<file path="src/rtl/mem_access_pkg.sv">
// Shared definitions for the memory-access stage: data width, opcode and
// funct3 codes, FSM state encoding and the misalignment rule.
package mem_access_pkg;

    localparam int XLEN = 32;

    localparam logic [6:0] OPC_LOAD  = 7'b0000011;
    localparam logic [6:0] OPC_STORE = 7'b0100011;

    localparam logic [2:0] F3_B  = 3'b000;
    localparam logic [2:0] F3_H  = 3'b001;
    localparam logic [2:0] F3_W  = 3'b010;
    localparam logic [2:0] F3_BU = 3'b100;
    localparam logic [2:0] F3_HU = 3'b101;

    typedef enum logic [1:0] {
        ST_IDLE   = 2'd0,
        ST_ACCESS = 2'd1,
        ST_RESP   = 2'd2
    } state_t;

    // Byte accesses never misalign, halfwords need addr[0]=0, everything
    // else is treated as a word and needs addr[1:0]=0.
    function automatic logic is_misaligned(input logic [6:0] opcode,
                                           input logic [2:0] funct3,
                                           input logic [1:0] addr_lo);
        logic is_half;
        logic is_byte;
        if (opcode == OPC_LOAD) begin
            is_half = (funct3 == F3_H) || (funct3 == F3_HU);
            is_byte = (funct3 == F3_B) || (funct3 == F3_BU);
        end else begin
            is_half = (funct3 == F3_H);
            is_byte = (funct3 == F3_B);
        end
        if (is_byte)
            return 1'b0;
        else if (is_half)
            return addr_lo[0];
        else
            return (addr_lo != 2'b00);
    endfunction

endpackage

</file>
<file path="src/rtl/mem_access_if.sv">
// Execute-stage, data-memory and write-back signals of the memory-access
// stage. The slave modport is the stage itself; master is its environment.
interface mem_access_if;
    import mem_access_pkg::*;

    logic            i_valid;
    logic            o_ready;
    logic [XLEN-1:0] i_instr;
    logic [XLEN-1:0] i_alu;
    logic [XLEN-1:0] i_rs2;

    logic            o_mem_req;
    logic            o_mem_we;
    logic [XLEN-1:0] o_mem_addr;
    logic [XLEN-1:0] o_mem_wdata;
    logic [3:0]      o_mem_be;
    logic            i_mem_ack;
    logic [XLEN-1:0] i_mem_rdata;

    logic            o_wb_valid;
    logic [XLEN-1:0] o_wb_instr;
    logic [XLEN-1:0] o_wb_data;

    logic            o_misalign;

    modport slave (
        input  i_valid, i_instr, i_alu, i_rs2, i_mem_ack, i_mem_rdata,
        output o_ready, o_mem_req, o_mem_we, o_mem_addr, o_mem_wdata, o_mem_be,
        output o_wb_valid, o_wb_instr, o_wb_data, o_misalign
    );

    modport master (
        output i_valid, i_instr, i_alu, i_rs2, i_mem_ack, i_mem_rdata,
        input  o_ready, o_mem_req, o_mem_we, o_mem_addr, o_mem_wdata, o_mem_be,
        input  o_wb_valid, o_wb_instr, o_wb_data, o_misalign
    );

endinterface

</file>
<file path="src/rtl/mem_access_align.sv">
// mem_align: combinational lane logic -- byte enables, store data
// replication and load shift/extension, all selected by funct3.
module mem_align
    import mem_access_pkg::*;
(
    input  logic [2:0]      funct3,
    input  logic [1:0]      addr_lo,
    input  logic [XLEN-1:0] rs2,
    input  logic [XLEN-1:0] rdata,
    output logic [3:0]      be,
    output logic [XLEN-1:0] wdata,
    output logic [XLEN-1:0] load_data
);

    logic [XLEN-1:0] byte_rep;
    logic [XLEN-1:0] half_rep;
    logic [XLEN-1:0] shifted;

    genvar gi;
    generate
        for (gi = 0; gi < XLEN / 8; gi++) begin : g_byte_rep
            assign byte_rep[gi*8 +: 8] = rs2[7:0];
        end
        for (gi = 0; gi < XLEN / 16; gi++) begin : g_half_rep
            assign half_rep[gi*16 +: 16] = rs2[15:0];
        end
    endgenerate

    // Addressed byte moves down to lane 0; bytes past the word top fall off.
    assign shifted = rdata >> {addr_lo, 3'b000};

    // Store side: enables and replicated data; unknown widths act as word.
    always_comb begin
        be    = 4'b1111;
        wdata = rs2;
        case (funct3)
            F3_B: begin
                be    = 4'b0001 << addr_lo;
                wdata = byte_rep;
            end
            F3_H: begin
                be    = 4'b0011 << {addr_lo[1], 1'b0};
                wdata = half_rep;
            end
            default: ;
        endcase
    end

    // Load side: sign or zero extension of the shifted read data.
    always_comb begin
        load_data = shifted;
        case (funct3)
            F3_B:    load_data = {{(XLEN-8){shifted[7]}},   shifted[7:0]};
            F3_H:    load_data = {{(XLEN-16){shifted[15]}}, shifted[15:0]};
            F3_BU:   load_data = {{(XLEN-8){1'b0}},         shifted[7:0]};
            F3_HU:   load_data = {{(XLEN-16){1'b0}},        shifted[15:0]};
            default: ;
        endcase
    end

endmodule

</file>
<file path="src/rtl/mem_access.sv">
// mem_access: memory stage between execute and write-back. Non-memory
// instructions pass through in one cycle; loads/stores run IDLE->ACCESS->RESP.
// Build option MISALIGN_TRAP_EN: misaligned accesses skip memory and pulse
// o_misalign instead of using truncated lanes.
module mem_access
    import mem_access_pkg::*;
(
    input logic         i_clk,
    input logic         i_rst,
    mem_access_if.slave bus
);

    state_t          state_reg, state_next;
    logic            ready, mem_req, resp;
    logic            accept, is_mem, trap;
    logic [6:0]      opcode;

    logic [XLEN-1:0] instr_reg;
    logic [1:0]      addr_lo_reg;
    logic            alu_wb_reg;
    logic            mem_we_reg;
    logic [XLEN-1:0] mem_addr_reg;
    logic [XLEN-1:0] mem_wdata_reg;
    logic [3:0]      mem_be_reg;
    logic [XLEN-1:0] wb_data_reg;

    logic [2:0]      align_funct3;
    logic [1:0]      align_addr_lo;
    logic [3:0]      align_be;
    logic [XLEN-1:0] align_wdata;
    logic [XLEN-1:0] align_load;

    assign opcode = bus.i_instr[6:0];
    assign is_mem = (opcode == OPC_LOAD) || (opcode == OPC_STORE);
    assign accept = bus.i_valid & ready;

    // Lane logic sees the incoming instruction while idle (store setup) and
    // the captured one afterwards (load extension on ack).
    assign align_funct3  = (state_reg == ST_IDLE) ? bus.i_instr[14:12] : instr_reg[14:12];
    assign align_addr_lo = (state_reg == ST_IDLE) ? bus.i_alu[1:0]     : addr_lo_reg;

    mem_align u_align (
        .funct3    (align_funct3),
        .addr_lo   (align_addr_lo),
        .rs2       (bus.i_rs2),
        .rdata     (bus.i_mem_rdata),
        .be        (align_be),
        .wdata     (align_wdata),
        .load_data (align_load)
    );

`ifdef MISALIGN_TRAP_EN
    logic misalign_reg;

    assign trap = is_mem && is_misaligned(opcode, bus.i_instr[14:12], bus.i_alu[1:0]);

    // One-cycle pulse in the cycle after a trapped accept.
    always_ff @(posedge i_clk or negedge i_rst) begin
        if (!i_rst)
            misalign_reg <= 1'b0;
        else
            misalign_reg <= accept && trap;
    end

    assign bus.o_misalign = misalign_reg;
`else
    assign trap           = 1'b0;
    assign bus.o_misalign = 1'b0;
`endif

    // State register; reset drops any access in flight immediately.
    always_ff @(posedge i_clk or negedge i_rst) begin
        if (!i_rst)
            state_reg <= ST_IDLE;
        else
            state_reg <= state_next;
    end

    // Next state and per-state handshake outputs.
    always_comb begin
        state_next = state_reg;
        ready      = 1'b0;
        mem_req    = 1'b0;
        resp       = 1'b0;
        case (state_reg)
            ST_IDLE: begin
                ready = 1'b1;
                if (bus.i_valid && is_mem)
                    state_next = trap ? ST_RESP : ST_ACCESS;
            end
            ST_ACCESS: begin
                mem_req = 1'b1;
                if (bus.i_mem_ack)
                    state_next = ST_RESP;
            end
            ST_RESP: begin
                resp       = 1'b1;
                state_next = ST_IDLE;
            end
            default: state_next = ST_IDLE;
        endcase
    end

    // Capture on accept, hold the memory request fields, register results.
    always_ff @(posedge i_clk or negedge i_rst) begin
        if (!i_rst) begin
            instr_reg     <= '0;
            addr_lo_reg   <= '0;
            alu_wb_reg    <= 1'b0;
            mem_we_reg    <= 1'b0;
            mem_addr_reg  <= '0;
            mem_wdata_reg <= '0;
            mem_be_reg    <= '0;
            wb_data_reg   <= '0;
        end else begin
            alu_wb_reg <= accept && !is_mem;
            if (accept) begin
                instr_reg   <= bus.i_instr;
                addr_lo_reg <= bus.i_alu[1:0];
                if (!is_mem) begin
                    wb_data_reg <= bus.i_alu;
                end else if (trap) begin
                    wb_data_reg <= '0;
                end else begin
                    mem_we_reg    <= (opcode == OPC_STORE);
                    mem_addr_reg  <= {bus.i_alu[XLEN-1:2], 2'b00};
                    mem_wdata_reg <= align_wdata;
                    mem_be_reg    <= align_be;
                end
            end
            if ((state_reg == ST_ACCESS) && bus.i_mem_ack)
                wb_data_reg <= mem_we_reg ? '0 : align_load;
        end
    end

    assign bus.o_ready     = ready;
    assign bus.o_mem_req   = mem_req;
    assign bus.o_mem_we    = mem_we_reg;
    assign bus.o_mem_addr  = mem_addr_reg;
    assign bus.o_mem_wdata = mem_wdata_reg;
    assign bus.o_mem_be    = mem_be_reg;
    assign bus.o_wb_valid  = resp | alu_wb_reg;
    assign bus.o_wb_instr  = instr_reg;
    assign bus.o_wb_data   = wb_data_reg;

endmodule

</file>
<file path="src/flat_wrapper.sv">
// flat-port wrapper written by rule: the top's interface ports become plain ports
module mem_access_flat import mem_access_pkg::*;
  (i_clk, i_rst, bus_i_valid, bus_i_instr, bus_i_alu, bus_i_rs2, bus_i_mem_ack, bus_i_mem_rdata, bus_o_ready, bus_o_mem_req, bus_o_mem_we, bus_o_mem_addr, bus_o_mem_wdata, bus_o_mem_be, bus_o_wb_valid, bus_o_wb_instr, bus_o_wb_data, bus_o_misalign);
  mem_access_if bus_i ();
  input logic i_clk;
  input logic i_rst;
  input wire logic [$bits(bus_i.i_valid)-1:0] bus_i_valid;
  input wire logic [$bits(bus_i.i_instr)-1:0] bus_i_instr;
  input wire logic [$bits(bus_i.i_alu)-1:0] bus_i_alu;
  input wire logic [$bits(bus_i.i_rs2)-1:0] bus_i_rs2;
  input wire logic [$bits(bus_i.i_mem_ack)-1:0] bus_i_mem_ack;
  input wire logic [$bits(bus_i.i_mem_rdata)-1:0] bus_i_mem_rdata;
  output wire logic [$bits(bus_i.o_ready)-1:0] bus_o_ready;
  output wire logic [$bits(bus_i.o_mem_req)-1:0] bus_o_mem_req;
  output wire logic [$bits(bus_i.o_mem_we)-1:0] bus_o_mem_we;
  output wire logic [$bits(bus_i.o_mem_addr)-1:0] bus_o_mem_addr;
  output wire logic [$bits(bus_i.o_mem_wdata)-1:0] bus_o_mem_wdata;
  output wire logic [$bits(bus_i.o_mem_be)-1:0] bus_o_mem_be;
  output wire logic [$bits(bus_i.o_wb_valid)-1:0] bus_o_wb_valid;
  output wire logic [$bits(bus_i.o_wb_instr)-1:0] bus_o_wb_instr;
  output wire logic [$bits(bus_i.o_wb_data)-1:0] bus_o_wb_data;
  output wire logic [$bits(bus_i.o_misalign)-1:0] bus_o_misalign;
  assign bus_i.i_valid = bus_i_valid;
  assign bus_i.i_instr = bus_i_instr;
  assign bus_i.i_alu = bus_i_alu;
  assign bus_i.i_rs2 = bus_i_rs2;
  assign bus_i.i_mem_ack = bus_i_mem_ack;
  assign bus_i.i_mem_rdata = bus_i_mem_rdata;
  assign bus_o_ready = bus_i.o_ready;
  assign bus_o_mem_req = bus_i.o_mem_req;
  assign bus_o_mem_we = bus_i.o_mem_we;
  assign bus_o_mem_addr = bus_i.o_mem_addr;
  assign bus_o_mem_wdata = bus_i.o_mem_wdata;
  assign bus_o_mem_be = bus_i.o_mem_be;
  assign bus_o_wb_valid = bus_i.o_wb_valid;
  assign bus_o_wb_instr = bus_i.o_wb_instr;
  assign bus_o_wb_data = bus_i.o_wb_data;
  assign bus_o_misalign = bus_i.o_misalign;
  mem_access u_core (.i_clk(i_clk), .i_rst(i_rst), .bus(bus_i));
endmodule
</file>
<file path="config.mk">
export PLATFORM = sky130hd
export DESIGN_NAME = mem_access_flat
export DESIGN_NICKNAME = d
export VERILOG_FILES = /design/src/rtl/mem_access_pkg.sv /design/src/rtl/mem_access_if.sv /design/src/rtl/mem_access_align.sv /design/src/rtl/mem_access.sv /design/src/flat_wrapper.sv
export SDC_FILE = /design/constraint.sdc
export NUM_CORES = 1
export LEC_CHECK = 0
export CAP_MARGIN = 40
export CELL_PAD_IN_SITES_DETAIL_PLACEMENT = 1
export CELL_PAD_IN_SITES_GLOBAL_PLACEMENT = 1
export CORE_ASPECT_RATIO = 1.1
export CORE_MARGIN = 2
export CORE_UTILIZATION = 32
export CTS_BUF_LIST = sky130_fd_sc_hd__clkbuf_2
export DETAILED_ROUTE_END_ITERATION = 7
export DONT_BUFFER_PORTS = 1
export PLACE_DENSITY_LB_ADDON = 0.1
export SETUP_SLACK_MARGIN = 0.15
export SLEW_MARGIN = 10
export SYNTH_ARGS = -nofsm -noshare
export SYNTH_HDL_FRONTEND = slang
export SYNTH_HIERARCHICAL = 1
export SYNTH_SLANG_ARGS = --single-unit
</file>
<file path="constraint.sdc">
create_clock -name i_clk -period 5.3 [get_ports i_clk]
set_clock_uncertainty 0.15 [all_clocks]
set_input_delay 1.06 -clock i_clk [delete_from_list [all_inputs] [get_ports i_clk]]
set_output_delay 1.06 -clock i_clk [all_outputs]
set_load 0.02 [all_outputs]
</file>
; After elaboration in Yosys (flattened, before gate mapping)
; Cells that the tools add are included.
[classes]
n_eq_ne = 10
n_shift = 3
n_mux = 15
n_bitwise = 2
n_reduce_logical = 11
[op_table]
columns = operator, count
row1 = $mux W32, 4
row2 = $pmux W32 S4, 1
row3 = $pmux W32 S2, 1
row4 = $shr A32 B5 Y32, 1
row5 = $pmux W4 S2, 1
row6 = $eq A7 B2 Y1 const B, 1
row7 = $eq A7 B6 Y1 const B, 1
row8 = $eq A3 B3 Y1 const B, 2
row9 = $mux W2, 3
row10 = $ne A2 B2 Y1 const B, 3
row11 = $reduce_and A2 Y1, 3
row12 = $pmux W2 S2, 1
row13 = $shl A1 B2 Y4 const A, 1
row14 = $shl A2 B2 Y4 const A, 1
row15 = $eq A3 B1 Y1 const B, 1
row16 = $logic_and A1 B1 Y1, 3
row17 = $logic_not A3 Y1, 1
row18 = $mux W1, 3
row19 = $mux W3, 1
row20 = $eq A2 B1 Y1 const B, 1
row21 = $eq A2 B2 Y1 const B, 1
row22 = $logic_not A2 Y1, 1
row23 = $reduce_bool A2 Y1, 1
row24 = $and A1 B1 Y1, 1
row25 = 3 further kinds, 3
[totals]
register_bits = 136
input_bits = 132
output_inout_bits = 137
wordCells = 50

; Longest topological paths before layout
[depth]
depth_word = 6
ltp_mapped = 10
depth_no_buf = 7

; Hierarchy
; Netlist, hierarchy kept.
[modules_own_cells]
columns = mod, n_inst, cells_per_inst, area_per_inst_um2, seq_area_each_um2
row1 = mem_access, 1, 422, 5601.6, 3403.3
row2 = mem_align, 1, 190, 1271.2, 0.0

; Worst setup path after synthesis
; No wires, ideal clock.
[synth_timing]
path_type = register -> register
startpoint = register u_core.state_reg[1]
endpoint = register u_core.wb_data_reg[19], in the netlist u_core/bus.o_wb_data[19]
setup_time_ns = 0.138
arrival_time_ns = 2.417
required_time_ns = 5.012
path_slack_ns = 2.595
path_stages_with_launch = 10
n_path_buf = 2
synth_period_minus_slack_ns = 2.705
path_cell_list = dfrtp_1 -> nor2_1 -> mux2_2 -> buf_6 -> mux2_4 -> a32oi_4 -> buf_6 -> o211ai_1 -> nand2_1 -> o211ai_1
[synth_via]
word_cells_on_any_way = 18
cone_classes = eq/ne (5) / shift (1) / mux (6) / bitwise (1) / reduce/logical (5)
[synth_rtl]
columns = item, line_no
row1 = from (decl), mem_access.sv:13  ; state_t state_reg, state_next;
row2 = from (signal assigned), mem_access.sv:76  ; state_reg <= state_next;
row3 = $logic_not A2 Y1, mem_access.sv:85  ; case (state_reg)
row4 = $mux W1, mem_access.sv:85
row5 = named net bus_o_ready, flat_wrapper.sv:13  ; output wire logic [$bits(bus_i.o_ready)-1:0] bus_o_ready;
row6 = $and A1 B1 Y1, mem_access.sv:35  ; assign accept = bus.i_valid & ready;
row7 = $reduce_bool A2 Y1 (no source line), --
row8 = $reduce_and A2 Y1 (no source line), --
row9 = to (signal assigned), mem_access.sv:121  ; wb_data_reg <= bus.i_alu;
row10 = to (signal assigned), mem_access.sv:132  ; wb_data_reg <= mem_we_reg ? '0 : align_load;
row11 = to (decl), mem_access.sv:25  ; logic [XLEN-1:0] wb_data_reg;
; The timed path passes the listed nets, and every way through them passes these cells.
; A chain may end at the register's enable or synchronous reset.

; Worst setup path in the final report
[layout_timing]
startpoint = register u_core.state_reg[1]
endpoint = register u_core.wb_data_reg[31], in the netlist u_core/bus.o_wb_data[31]
; Same word-level chain as after synthesis.

==> impl_metrics.env <==
export IMPL_synthFlopType="dfrtp_1"
export IMPL_yosys_warnings=6
export IMPL_async_reset_ff_share_pct=100.0
export IMPL_antenna_found_initial=1
export IMPL_drt_iter0_markers=170
export IMPL_grt_max_degree=137
export IMPL_multiInputGateArea_um2=3157
export IMPL_start_util_pct=32.37
export IMPL_grtUsageTotal_pct=18.18
export IMPL_row_count=56
export IMPL_min_period_ns=3.131
export IMPL_drc=0
export IMPL_status="completed"
export IMPL_rsz0062_at_grt="no"
export IMPL_die_area_um2=22670
export IMPL_synth_area_top_cells="dfrtp_1, mux2_2, o211ai_1, nand2_1, mux2_1"
export IMPL_boundaryPins=269
export IMPL_p_per_area_nw_per_um2=332.0
export IMPL_p_seq_share_pct=57.9
export IMPL_dr_pass1_iters=4
export IMPL_utilization_pct=34.62
export IMPL_drv_cap=0
export IMPL_ir_drop_mv=0.1037
export IMPL_die_x_um=143.7
export IMPL_crit_required_ns=5.71
export IMPL_p_sw_uw=852.6
export IMPL_synth_edf_count=0
export IMPL_setup_tns_ns=0
export IMPL_fill_cells=2365
export IMPL_ys_ff_latch=136
export IMPL_grt_pass1_wl_um=31300
export IMPL_routed_via_density=5.341
export IMPL_finalHoldViolCount=0
export IMPL_path_max_fanout=16
export IMPL_clk_latency_ns=0.70
export IMPL_netSwitchingFraction_pct=34.94
export IMPL_synth_area_per_cell_um2=11.23
export IMPL_h_tree_depth=4
export IMPL_clkPwrFrac_pct=29.7
export IMPL_p_comb_share_pct=12.5
export IMPL_core_um2=21230
export IMPL_clock_root_buffer="clkbuf_2"
export IMPL_synth_seq_area_share_pct=49.52
export IMPL_cts_sinks=136
export IMPL_dpl_hpwl_um=14950
export IMPL_netlist_area_um2=6873
export IMPL_max_slew_margin_pct=45.22
export IMPL_worstSetupPathType="flop to flop"
export IMPL_cts_tree="built"
export IMPL_layout_drive_gt1_share_pct=27.18
export IMPL_end_kind="flop"
export IMPL_synth_cells=612
export IMPL_setup_violations=0
export IMPL_tightest_slew_ns=0.8212
export IMPL_period_share_pct=59.07
export IMPL_portBuffers=0
export IMPL_die_h_um=157.7
export IMPL_grt_pass1_vias=5183
export IMPL_synth_cell_types=36
export IMPL_min_path_type="input pin to asynchronous set/reset pin"
export IMPL_yosysTopAreaCell="dfrtp_1"
export IMPL_synth_top_area_share_pct=49.52
export IMPL_arrival_ns=3.54
export IMPL_vias=4748
export IMPL_slew_violations=0
export IMPL_fmax_ghz=0.3194
export IMPL_cts_buffer_depth=2
export IMPL_final_seq_area_um2=3403
export IMPL_avgRoutedWirePerCell_um=23.34
export IMPL_gp_congestion=0.7836
export IMPL_crit_path_start_kind="flop"
export IMPL_cts_buffers=17
export IMPL_ant_nets=0
export IMPL_grt_ovfl_total=0
export IMPL_path_clk_slew_ns=0.25
export IMPL_final_nets=715
export IMPL_internal_power_uw=1588
export IMPL_power_leakage_uw=0.003155
export IMPL_wl_um=20750
export IMPL_area_growth_pct=6.936
repair_timing:
| action | in CTS | in global routing |
|---|---|---|
| setup buffers | 0 | 0 |
| gates resized for setup | 0 | 0 |
| endpoints found under the hold margin | 136 | 0 |
| hold buffers | 1 | 0 |
| endpoints found under the setup margin | 0 | 0 |
routing by layer:
metal / up-vias / track usage, % / wire length (um)
met5: - / 0 / 0
met4: 0 / 4.622 / 264
met3: 14 / 8.318 / 2165
met2: 183 / 30.23 / 10160
met1: 2432 / 21.34 / 8157
li1: 2119 / - / -
power groups by stage:
stage,logic (uW),clock network [uW],registers [uW]
3_5_place_dp,287,0,1440
5_1_grt,341,819,1440
3_3_place_gp,273,0,1440
6_report,304,724,1410
4_1_cts,311,761,1420
2_1_floorplan,245,0,1390
synth_stat cells, types with 2 or more instances:
cell / number
a211oi_1: 4
a21o_1: 2
a21oi_1: 4
a22oi_1: 4
a2bb2oi_1: 4
buf_1: 3
buf_2: 13
buf_4: 16
buf_6: 2
clkbuf_1: 28
dfrtp_1: 136
inv_1: 6
mux2_1: 19
mux2_2: 106
mux2i_1: 15
nand2_1: 116
nor2_1: 7
nor2b_1: 6
nor3b_2: 2
o211ai_1: 80
o21ai_0: 23
or2_2: 2
per-stage QoR:
| stage | cell area (um2) | worst slack, ns | std cells | hold slack [ns] | total power (uW) |
|---|---|---|---|---|---|
| final | 7350 | 2.169 | 889 | 0.1291 | 2440 |
| after global routing | 7347 | 1.931 | 888 | 0.03493 | 2595 |
| after CTS | 7342 | 2.090 | 886 | 0.08611 | 2491 |
| after detailed placement | 7036 | 1.654 | 853 | 0.3486 | 1723 |
| after global placement | 7013 | 1.691 | 851 | 0.3356 | 1709 |
| after floorplan | 6880 | 2.595 | 614 | 0.3267 | 1639 |
cell usage in the layout (no fill, tap or decap), types with 3 or more instances in the layout:
| cell | n |
|---|---|
| inv_6 | 4 |
| mux2i_1 | 15 |
| a211oi_1 | 4 |
| nor2b_1 | 6 |
| buf_4 | 10 |
| a22oi_1 | 4 |
| dfrtp_1 | 136 |
| mux2_2 | 106 |
| nor2_1 | 7 |
| mux2_1 | 19 |
| clkinv_4 | 3 |
| a21oi_1 | 4 |
| clkbuf_2 | 18 |
| nand2_1 | 116 |
| diode_2 | 3 |
| o211ai_1 | 80 |
| o21ai_0 | 23 |
| bufinv_16 | 3 |
| conb_1 | 3 |
| a2bb2oi_1 | 4 |
| inv_1 | 6 |
cell families (layout without fill, tap and decap cells):
group,count (synthesis),in the layout,share of synthesized area (%)
DFF,136,136,49.52
muxes,142,142,23.21
AOI/OAI and AO/OA,124,124,13.00
and+or+nand+nor,140,140,9.048
other,1,6,0.05456
buffers and inverters,68,50,5.043
xor gates and xnor gates,1,1,0.1275
area by class of cell:
class	count	share of cell area (%)
Sequential cell	136	46.31
Antenna cell	3	0.1021
Clock buffer	18	1.226
Multi-Input combinational cell	410	42.95
Clock inverter	14	2.571
Timing Repair Buffer	12	1.600
Inverter	6	0.3064
Tap cell	290	4.937
worst paths after layout:
kind	startpoint	endpoint	slack [ns]	cells after the start
setup / recovery	u_core/state_reg[1]	u_core/bus.o_wb_data[31]	2.17	8
hold / removal	i_rst	u_core/bus.o_mem_addr[10]	0.13	1
setup reg to reg	u_core/state_reg[1]	u_core/bus.o_wb_data[31]	2.17	8
hold reg to reg	u_core/addr_lo_reg[0]	u_core/addr_lo_reg[0]	0.39	1
max in group asynchronous	i_rst	u_core/bus.o_mem_wdata[27]	4.28	1
min in group i_clk	bus_i_alu[12]	u_core/bus.o_mem_addr[12]	0.32	1
worst max-delay path, cell delays in order, from the launching register on:
cell and delay [ns]:
dfrtp_1 0.53, nor2_1 0.29, buf_4 0.24, mux2_2 0.56, and3b_1 0.26, o211ai_2 0.53
o211ai_1 0.23, nand2_1 0.11, o211ai_1 0.09
No activity file was read; power rests on OpenSTA's default activity.
